**config.mk**
```make
export PLATFORM = sky130hd
export DESIGN_NAME = enemy_health_bank
export DESIGN_NICKNAME = d
export VERILOG_FILES = /design/src/rtl/enemy_pkg.sv /design/src/rtl/enemy_health_slot.sv /design/src/rtl/enemy_health_bank.sv
export SDC_FILE = /design/constraint.sdc
export NUM_CORES = 1
export LEC_CHECK = 0
export CELL_PAD_IN_SITES_DETAIL_PLACEMENT = 1
export CELL_PAD_IN_SITES_GLOBAL_PLACEMENT = 1
export CORE_MARGIN = 2
export CORE_UTILIZATION = 50
export CTS_BUF_LIST = sky130_fd_sc_hd__clkbuf_8
export DETAILED_ROUTE_END_ITERATION = 7
export DONT_BUFFER_PORTS = 1
export HOLD_SLACK_MARGIN = 0.05
export PLACE_DENSITY_LB_ADDON = 0.05
export SYNTH_ARGS = -nofsm -noshare
export SYNTH_HDL_FRONTEND = slang
export SYNTH_HIERARCHICAL = 1
export SYNTH_SLANG_ARGS = --single-unit
```
**constraint.sdc**
```tcl
create_clock -name Clk -period 3.2 [get_ports Clk]
set_input_delay 0.32 -clock Clk [delete_from_list [all_inputs] [get_ports Clk]]
set_output_delay 0.32 -clock Clk [all_outputs]
set_load 0.01 [all_outputs]
```
**src/rtl/enemy_pkg.sv**
```systemverilog
// ---------------------------------------------------------------------------
// enemy_pkg : shared types, width defaults and helpers for enemy_health_bank
// Revision  : 1.0
// ---------------------------------------------------------------------------
`default_nettype none

package enemy_pkg;

  typedef enum logic [1:0] {
    ALIVE  = 2'd0,
    INVULN = 2'd1,
    DEAD   = 2'd2
  } enemy_hp_state_t;

  localparam int DEF_HP_W  = 3;
  localparam int DEF_DMG_W = 2;

  // A single-frame window still needs a 1-bit counter to hold its zero value.
  function automatic int cnt_width(input int frames);
    return (frames > 1) ? $clog2(frames) : 1;
  endfunction

endpackage

`default_nettype wire

```
**src/rtl/enemy_health_slot.sv**
```systemverilog
// ---------------------------------------------------------------------------
// enemy_health_slot : per-enemy health register, invulnerability counter, FSM
// Revision          : 1.0
// ---------------------------------------------------------------------------
`default_nettype none

module enemy_health_slot
  import enemy_pkg::*;
#(
  parameter int HP_W          = DEF_HP_W,
  parameter int DMG_W         = DEF_DMG_W,
  parameter int INIT_HP       = 5,
  parameter int INVULN_FRAMES = 120
) (
  input  logic             clk_i,
  input  logic             rst_i,
  input  logic             tick_i,
  input  logic             hit_i,
  input  logic             shield_i,
  input  logic [DMG_W-1:0] dmg_i,
  input  logic             respawn_i,
  output logic [HP_W-1:0]  health_o,
  output logic             dead_o,
  output logic             invuln_o,
  output logic             death_pulse_o
);

  localparam int               CNT_W    = cnt_width(INVULN_FRAMES);
  localparam int               SUB_W    = (HP_W > DMG_W) ? HP_W : DMG_W;
  localparam logic [HP_W-1:0]  INIT_VAL = HP_W'(INIT_HP);
  localparam logic [CNT_W-1:0] CNT_LOAD = CNT_W'(INVULN_FRAMES - 1);

  enemy_hp_state_t  state_q;
  logic [HP_W-1:0]  hp_q;
  logic [CNT_W-1:0] cnt_q;
  logic             pulse_q;

  logic [SUB_W-1:0] hp_ext;
  logic [SUB_W-1:0] dmg_ext;
  logic [HP_W-1:0]  hp_sub;
  logic             accept;

  // Saturating subtract in the wider of the two widths so no operand truncates.
  assign hp_ext  = SUB_W'(hp_q);
  assign dmg_ext = SUB_W'(dmg_i);
  assign hp_sub  = (dmg_ext >= hp_ext) ? '0 : HP_W'(hp_ext - dmg_ext);
  assign accept  = hit_i & ~shield_i & (dmg_i != '0);

  always_ff @(posedge clk_i) begin
    if (rst_i) begin
      state_q <= ALIVE;
      hp_q    <= INIT_VAL;
      cnt_q   <= '0;
      pulse_q <= 1'b0;
    end else begin
      pulse_q <= 1'b0;
      if (tick_i) begin
        case (state_q)
          ALIVE: begin
            if (accept) begin
              hp_q <= hp_sub;
              if (hp_sub == '0) begin
                state_q <= DEAD;
                pulse_q <= 1'b1;
              end else begin
                state_q <= INVULN;
                cnt_q   <= CNT_LOAD;
              end
            end
          end
          INVULN: begin
            if (cnt_q == '0) state_q <= ALIVE;
            else             cnt_q   <= cnt_q - 1'b1;
          end
          DEAD: begin
            hp_q <= '0;
            if (respawn_i) begin
              state_q <= ALIVE;
              hp_q    <= INIT_VAL;
              cnt_q   <= '0;
            end
          end
          default: state_q <= ALIVE;
        endcase
      end
    end
  end

  assign health_o      = hp_q;
  assign dead_o        = (state_q == DEAD);
  assign invuln_o      = (state_q == INVULN);
  assign death_pulse_o = pulse_q;

endmodule

`default_nettype wire

```
**src/rtl/enemy_health_bank.sv**
```systemverilog
// ---------------------------------------------------------------------------
// enemy_health_bank : frame-tick edge detect and one health slot per enemy
// Revision          : 1.0
// ---------------------------------------------------------------------------
`default_nettype none

module enemy_health_bank
  import enemy_pkg::*;
#(
  parameter int NUM_ENEMIES   = 4,
  parameter int HP_W          = DEF_HP_W,
  parameter int DMG_W         = DEF_DMG_W,
  parameter int NORMAL_HP     = 5,
  parameter int BOSS_HP       = 7,
  parameter int BOSS_IDX      = 3,
  parameter int INVULN_FRAMES = 120
) (
  input  logic                              Clk,
  input  logic                              Reset,
  input  logic                              frame_clk,
  input  logic [NUM_ENEMIES-1:0]            enemy_hit_en,
  input  logic [NUM_ENEMIES-1:0]            is_enemy_shield,
  input  logic [NUM_ENEMIES-1:0][DMG_W-1:0] hit_dmg,
  input  logic [NUM_ENEMIES-1:0]            respawn_en,
  output logic [NUM_ENEMIES-1:0][HP_W-1:0]  health,
  output logic [NUM_ENEMIES-1:0]            dead,
  output logic [NUM_ENEMIES-1:0]            invuln,
  output logic [NUM_ENEMIES-1:0]            death_pulse,
  output logic                              all_dead
);

  logic frame_prev_q;
  logic frame_tick_q;

  always_ff @(posedge Clk) begin
    if (Reset) begin
      frame_prev_q <= 1'b0;
      frame_tick_q <= 1'b0;
    end else begin
      frame_prev_q <= frame_clk;
      frame_tick_q <= frame_clk & ~frame_prev_q;
    end
  end

  for (genvar i = 0; i < NUM_ENEMIES; i++) begin : g_slot
    enemy_health_slot #(
      .HP_W          (HP_W),
      .DMG_W         (DMG_W),
      .INIT_HP       ((i == BOSS_IDX) ? BOSS_HP : NORMAL_HP),
      .INVULN_FRAMES (INVULN_FRAMES)
    ) u_slot (
      .clk_i         (Clk),
      .rst_i         (Reset),
      .tick_i        (frame_tick_q),
      .hit_i         (enemy_hit_en[i]),
      .shield_i      (is_enemy_shield[i]),
      .dmg_i         (hit_dmg[i]),
      .respawn_i     (respawn_en[i]),
      .health_o      (health[i]),
      .dead_o        (dead[i]),
      .invuln_o      (invuln[i]),
      .death_pulse_o (death_pulse[i])
    );
  end

  assign all_dead = &dead;

endmodule

`default_nettype wire

```
# Word level (Yosys, flattened, before mapping)
# Cells that the tools add are included.
# word_totals
ff_bits	54
# classes
n_addsub	8
n_lt_le_gt_ge	4
eq_ne	28
muxes	60
n_bitwise	23
n_reduce_logical	41
# ops
operator	count
$mux 7	16
$pmux 7 s3	4
$mux 3	12
$mux 2	16
$ne 2x2->1 const B	16
$logic_not 7->1	4
$sub 7x1->7 const B	4
$pmux 2 s3	4
$pmux 3 s2	4
$reduce_and 6->1	4
$reduce_and 4->1	5
$reduce_bool 2->1	8
$reduce_or 4->1	4
$not 1->1	14
$ge 2x3->1	4
$logic_not 3->1	4
$reduce_and 3->1	4
$reduce_bool 3->1	4
$sub 3x2->3	4
$and 1x1->1	9
$eq 2x1->1 const B	4
$eq 2x2->1 const B	4
$logic_not 2->1	4
$ne 2x1->1 const B	4
$mux 1	4

# Longest topological paths before layout
# logic_depth
word_depth	6
ltp_mapped	10
ltp_nobuf	9

# Modules after synthesis
# The synthesis kept the hierarchy.
# by_module_without_submodules
module	instances	cells_each	area_each_um2	seq_area_each_um2
enemy_health_slot (g_slot[0].u_slot ...)	2	120	998.5	260.2
enemy_health_slot (g_slot[2].u_slot)	1	119	1007.2	260.2
enemy_health_slot (g_slot[3].u_slot)	1	119	1004.7	260.2
enemy_health_bank	1	5	67.6	40.0

# Worst setup path after synthesis
# OpenSTA, ideal clock, no wires.
# synth_path
kind	register to register
start	register g_slot[3].u_slot.hp_q[0]
end	register g_slot[3].u_slot.cnt_q[1]
arrival_time_ps	2207
required_time_ps	3129
slack_ps	923
path_stages_with_launch	10
n_path_buf	1
path_cell_list	dfxtp_1 > inv_1 > ha_1 > fa_1 > nor2b_1 > o21ai_1 > a31oi_2 > buf_4 > a2111o_1 > a21oi_1
# synth_between
elab_chain_len	5
word_cells_on_any_way	6
# synth_lines
item	line_no	text
from (decl)	enemy_health_slot.sv:34	logic [HP_W-1:0] hp_q;
from (signal assigned)	enemy_health_slot.sv:61	hp_q <= hp_sub;
$sub 3x2->3 / $ge 2x3->1 (equally long branches)	enemy_health_slot.sv:46	assign hp_sub = (dmg_ext >= hp_ext) ? '0 : HP_W'(hp_ext - dmg_ext);
$mux 3 *	enemy_health_slot.sv:46	
$logic_not 3->1 *	enemy_health_slot.sv:62	if (hp_sub == '0) begin
$ne 2x2->1 (no source line) *	--	
$reduce_and 6->1 (no source line) *	--	
to (signal assigned)	enemy_health_slot.sv:73	else cnt_q <= cnt_q - 1'b1;
to (decl)	enemy_health_slot.sv:35	logic [CNT_W-1:0] cnt_q;
# Mark *: on every way between the ends. The rest lies on a longest branch, timed or not.
# A chain may end at the register's enable or synchronous reset.

# Final worst setup path
# layout_path
start	register g_slot[3].u_slot.hp_q[0]
end	register g_slot[3].u_slot.cnt_q[0]
# Same word-level chain as after synthesis.

==> key figures <==
CTS
  • # Post-CTS Setup Buffers: 0
  • Reg clk slew, reported paths: 0.10 ns
  • CTS tree: done
  • CTS sink cnt: 54
  • CTS H-Tree Depth: 2
  • Clock latency on the worst-skew pair: 0.31 ns
  • Num CTS Buffers: 5
  • Clock Path Buffers: 2
  • Root Driver: clkbuf_8

Logic synthesis
  • Post-Synth Adder-Cell Area: 10.56%
  • Synth Area in Simple Gates: 26.09%
  • Yosys synthesis warning count: 6
  • Post-synthesis sequential element count: 54
  • Largest family of logic cells by synthesized area: compound AO/OA/AOI/OAI gates
  • Largest area contributor in the netlist: dfxtp_1
  • Library cells used by synthesis: 63
  • Sequential element share of the synthesized area: 26.52%
  • Syn_nets: 538
  • Post-Synth XOR/XNOR Area: 0%
  • Post-Syn Instances: 483
  • Top_reg_cell synth: dfxtp_1
  • Top cell type's share of synthesized area: 26.52%
  • Async S/R FF share, synth: 0%
  • EDFF count, synth: 0
  • Synth top area cells: dfxtp_1 27%, ha_1 8.6%, inv_1 4.2%, a21oi_1 3.9%, o31ai_1 3.7%
  • Mapped Area: 4076 um^2
  • Synth Area in Compound Gates: 28.48%
  • Mux share of post-synthesis cell area: 1.535%
  • Syn Area/Cell: 8.440 um^2

STA
  • TNS Setup: 0 ns
  • Hold Vio Cnt, Final: 0
  • Fmax: 384.4 MHz
  • Fin crit share: 81.29%
  • Slew HR: 58.40%
  • RSZ-0062 raised after global routing: false
  • Fin. max-slew vios: 0
  • Clock period minus worst slack: 2.601 ns
  • Skew final: 0.01053 ns
  • Measured slew at the worst slew-check pin: 0.6240 ns
  • # setup viols final: 0

Placed design
  • RePlAce Congestion: 0.8326
  • # placed instances: 572
  • IO buf count: 0
  • Post-DP HPWL: 7816 um

Detailed routing
  • Uppermost layer routed: met4
  • Number of DRC markers in iteration 0: 122
  • Avg Vias per Cell: 6.376
  • Met1 Routed Length: 4810 um
  • Drt wl/cell: 18.08 um
  • Final WL: 10520 um
  • DR pass1 iterations: 4
  • Total vias in the final route: 3711
  • Metal2 WL: 5091 um
  • DRC violations left: 0
  • Routed Antenna Nets: 0
  • Met3 Wirelength: 496 um

GRT
  • GRT overflow: 0
  • Largest net degree at the start of global routing: 67
  • Global-route wire length before repair: 18150 um
  • Initial antenna violation count: 0
  • GRT Total Usage: 24.98%
  • Vias in the first global route: 3805

Floorplan
  • Die width: 94.29 um
  • Die Span Y: 94.29 um
  • Starting Density: 52.21%
  • Io pins: 48
  • # rows: 32
  • DIE AREA: 8891 um^2
  • Core area: 7807 um^2

Critical path
  • Critical Path AT: 2.85 ns
  • Startpoint types: flip-flop
  • Register-to-Register Path Depth: 8
  • CP endpoint kind: flip-flop
  • CP max FO: 13
  • Data required, critical path: 3.45 ns
  • Reg2reg setup slack: 0.60 ns
  • Kind of critical path: flip-flop to flip-flop

Power
  • Sw Ratio: 28.00%
  • Switching power total: 0.0003945 W
  • Register share of total power: 50.2%
  • Gate power share: 16.3%
  • Int Power: 0.001014 W
  • Clock power frac: 33.5%
  • IR drop worst, VDD: 0.1788 mV
  • P_leak: 1.577 nW
  • Power Density: 330.6 nW/um^2

Hold path
  • Worst Hold Depth: 1
  • Min-delay worst type: primary input to flip-flop

Cells and area
  • Fin nets: 534
  • Most common cell after layout, fill and taps aside: dfxtp_1
  • Most frequent cells in the layout: 54 x dfxtp_1, 46 x inv_1, 32 x a21oi_1, 28 x nor2_1, 28 x ha_1
  • Area grow syn2layout: 4.543%
  • Finished Layout Cells: 582
  • Fraction of layout cells with a size suffix above 1: 8.750%
  • Antenna Cells: 0

Job
  • Max Cap Viol: 0

Run status
  • Status: completed
logic make-up (layout without fill, tap and decap cells):
group	Yosys count	after routing
buffers and inverters	65	62
AND/OR/NAND/NOR	178	178
multiplexers	6	6
flip-flops	54	54
AO/OA/AOI/OAI	148	148
adder cells (fa/ha/maj)	32	32
cell type report:
class / instances / area (um^2)
Sequential cell: 54 / 1081
Clock inverter: 3 / 40.04
Inverter: 49 / 183.9
Clock buffer: 5 / 68.82
Fill cell: 962 / 3546
Tap cell: 102 / 127.6
Multi-Input combinational cell: 364 / 2718
Timing Repair Buffer: 5 / 42.54
timing repair:
| item | in CTS | in global routing |
|---|---|---|
| hold buffers | 0 | 2 |
| setup endpoints to repair | 0 | 0 |
| resized for setup | 0 | 0 |
| hold endpoints to repair | 0 | 2 |
per-layer routing:
layer | GRT usage [%] | vias to the layer above
li1 | - | 1797
met1 | 32.58 | 1819
met2 | 42.62 | 85
met3 | 4.896 | 10
met4 | 5.556 | 0
met5 | 0 | -
sequential cells by signal, indices dropped and copies added (netlist names):
signal / count
g_slot.u_slot/cnt_q: 28
g_slot.u_slot/health_o: 12
g_slot.u_slot/state_q: 8
g_slot.u_slot/death_pulse_o: 4
frame_prev_q: 1
frame_tick_q: 1
power by group through the flow:
stage	registers, W	clock network, W	logic (W)
detailed placement	0.000722	0	0.000226
finish	0.000707	0.000472	0.000230
floorplan	0.000716	0	0.000190
global route	0.000710	0.000516	0.000257
global placement	0.000721	0	0.000217
CTS	0.000707	0.000489	0.000227
worst max-delay path: stages (launching register included):
cell and delay [ns]:
dfxtp_1 0.42, inv_1 0.06, ha_1 0.21, fa_1 0.48
nor2b_1 0.15, o21ai_1 0.22, a31oi_2 0.29, or4_1 0.56
a21oi_1 0.13
worst paths after layout:
path / end / from
min: g_slot[1].u_slot/cnt_q[5]$_SDFFE_PP0P_ / Reset
min reg2reg: frame_tick_q$_SDFF_PP0_ / frame_prev_q$_SDFF_PP0_
max reg2reg: g_slot[3].u_slot/cnt_q[0]$_SDFFE_PP0P_ / g_slot[3].u_slot/health_o[0]$_SDFFE_PP1P_
max: g_slot[3].u_slot/cnt_q[0]$_SDFFE_PP0P_ / g_slot[3].u_slot/health_o[0]$_SDFFE_PP1P_
through the flow:
step	area [um^2]	hold WS (ns)	setup WS, ns	util (%)	total power, W
after global routing	4262	0.05243	0.3625	54.58	0.001483
after global placement	4133	0.3924	0.7393	52.93	0.0009380
after detailed placement	4133	0.3977	0.6103	52.93	0.0009483
after CTS	4242	0.05270	0.5867	54.33	0.001423
after floorplan	4076	0.3868	0.9229	-	0.0009061
final	4262	0.08820	0.5989	54.58	0.001409
synth_stat cells, types with 4 or more instances:
library cell	n
nor4_1	4
a211oi_1	4
ha_1	28
o31ai_1	20
fa_1	4
nand3_1	24
nand2b_1	17
a2111o_1	4
nor2_1	28
a21boi_0	4
mux2i_1	4
a21oi_1	32
o21ai_0	10
a311oi_1	6
a21o_1	4
or4_1	10
a221o_1	4
nand4b_1	4
nor3_1	12
o31a_1	6
a211o_1	7
nand2_1	20
a211oi_2	4
o32ai_1	8
nor2b_1	20
a41oi_1	4
dfxtp_1	54
a31oi_1	12
clkbuf_1	8
or3_1	13
inv_1	46
No activity file was read; power rests on OpenSTA's default activity.
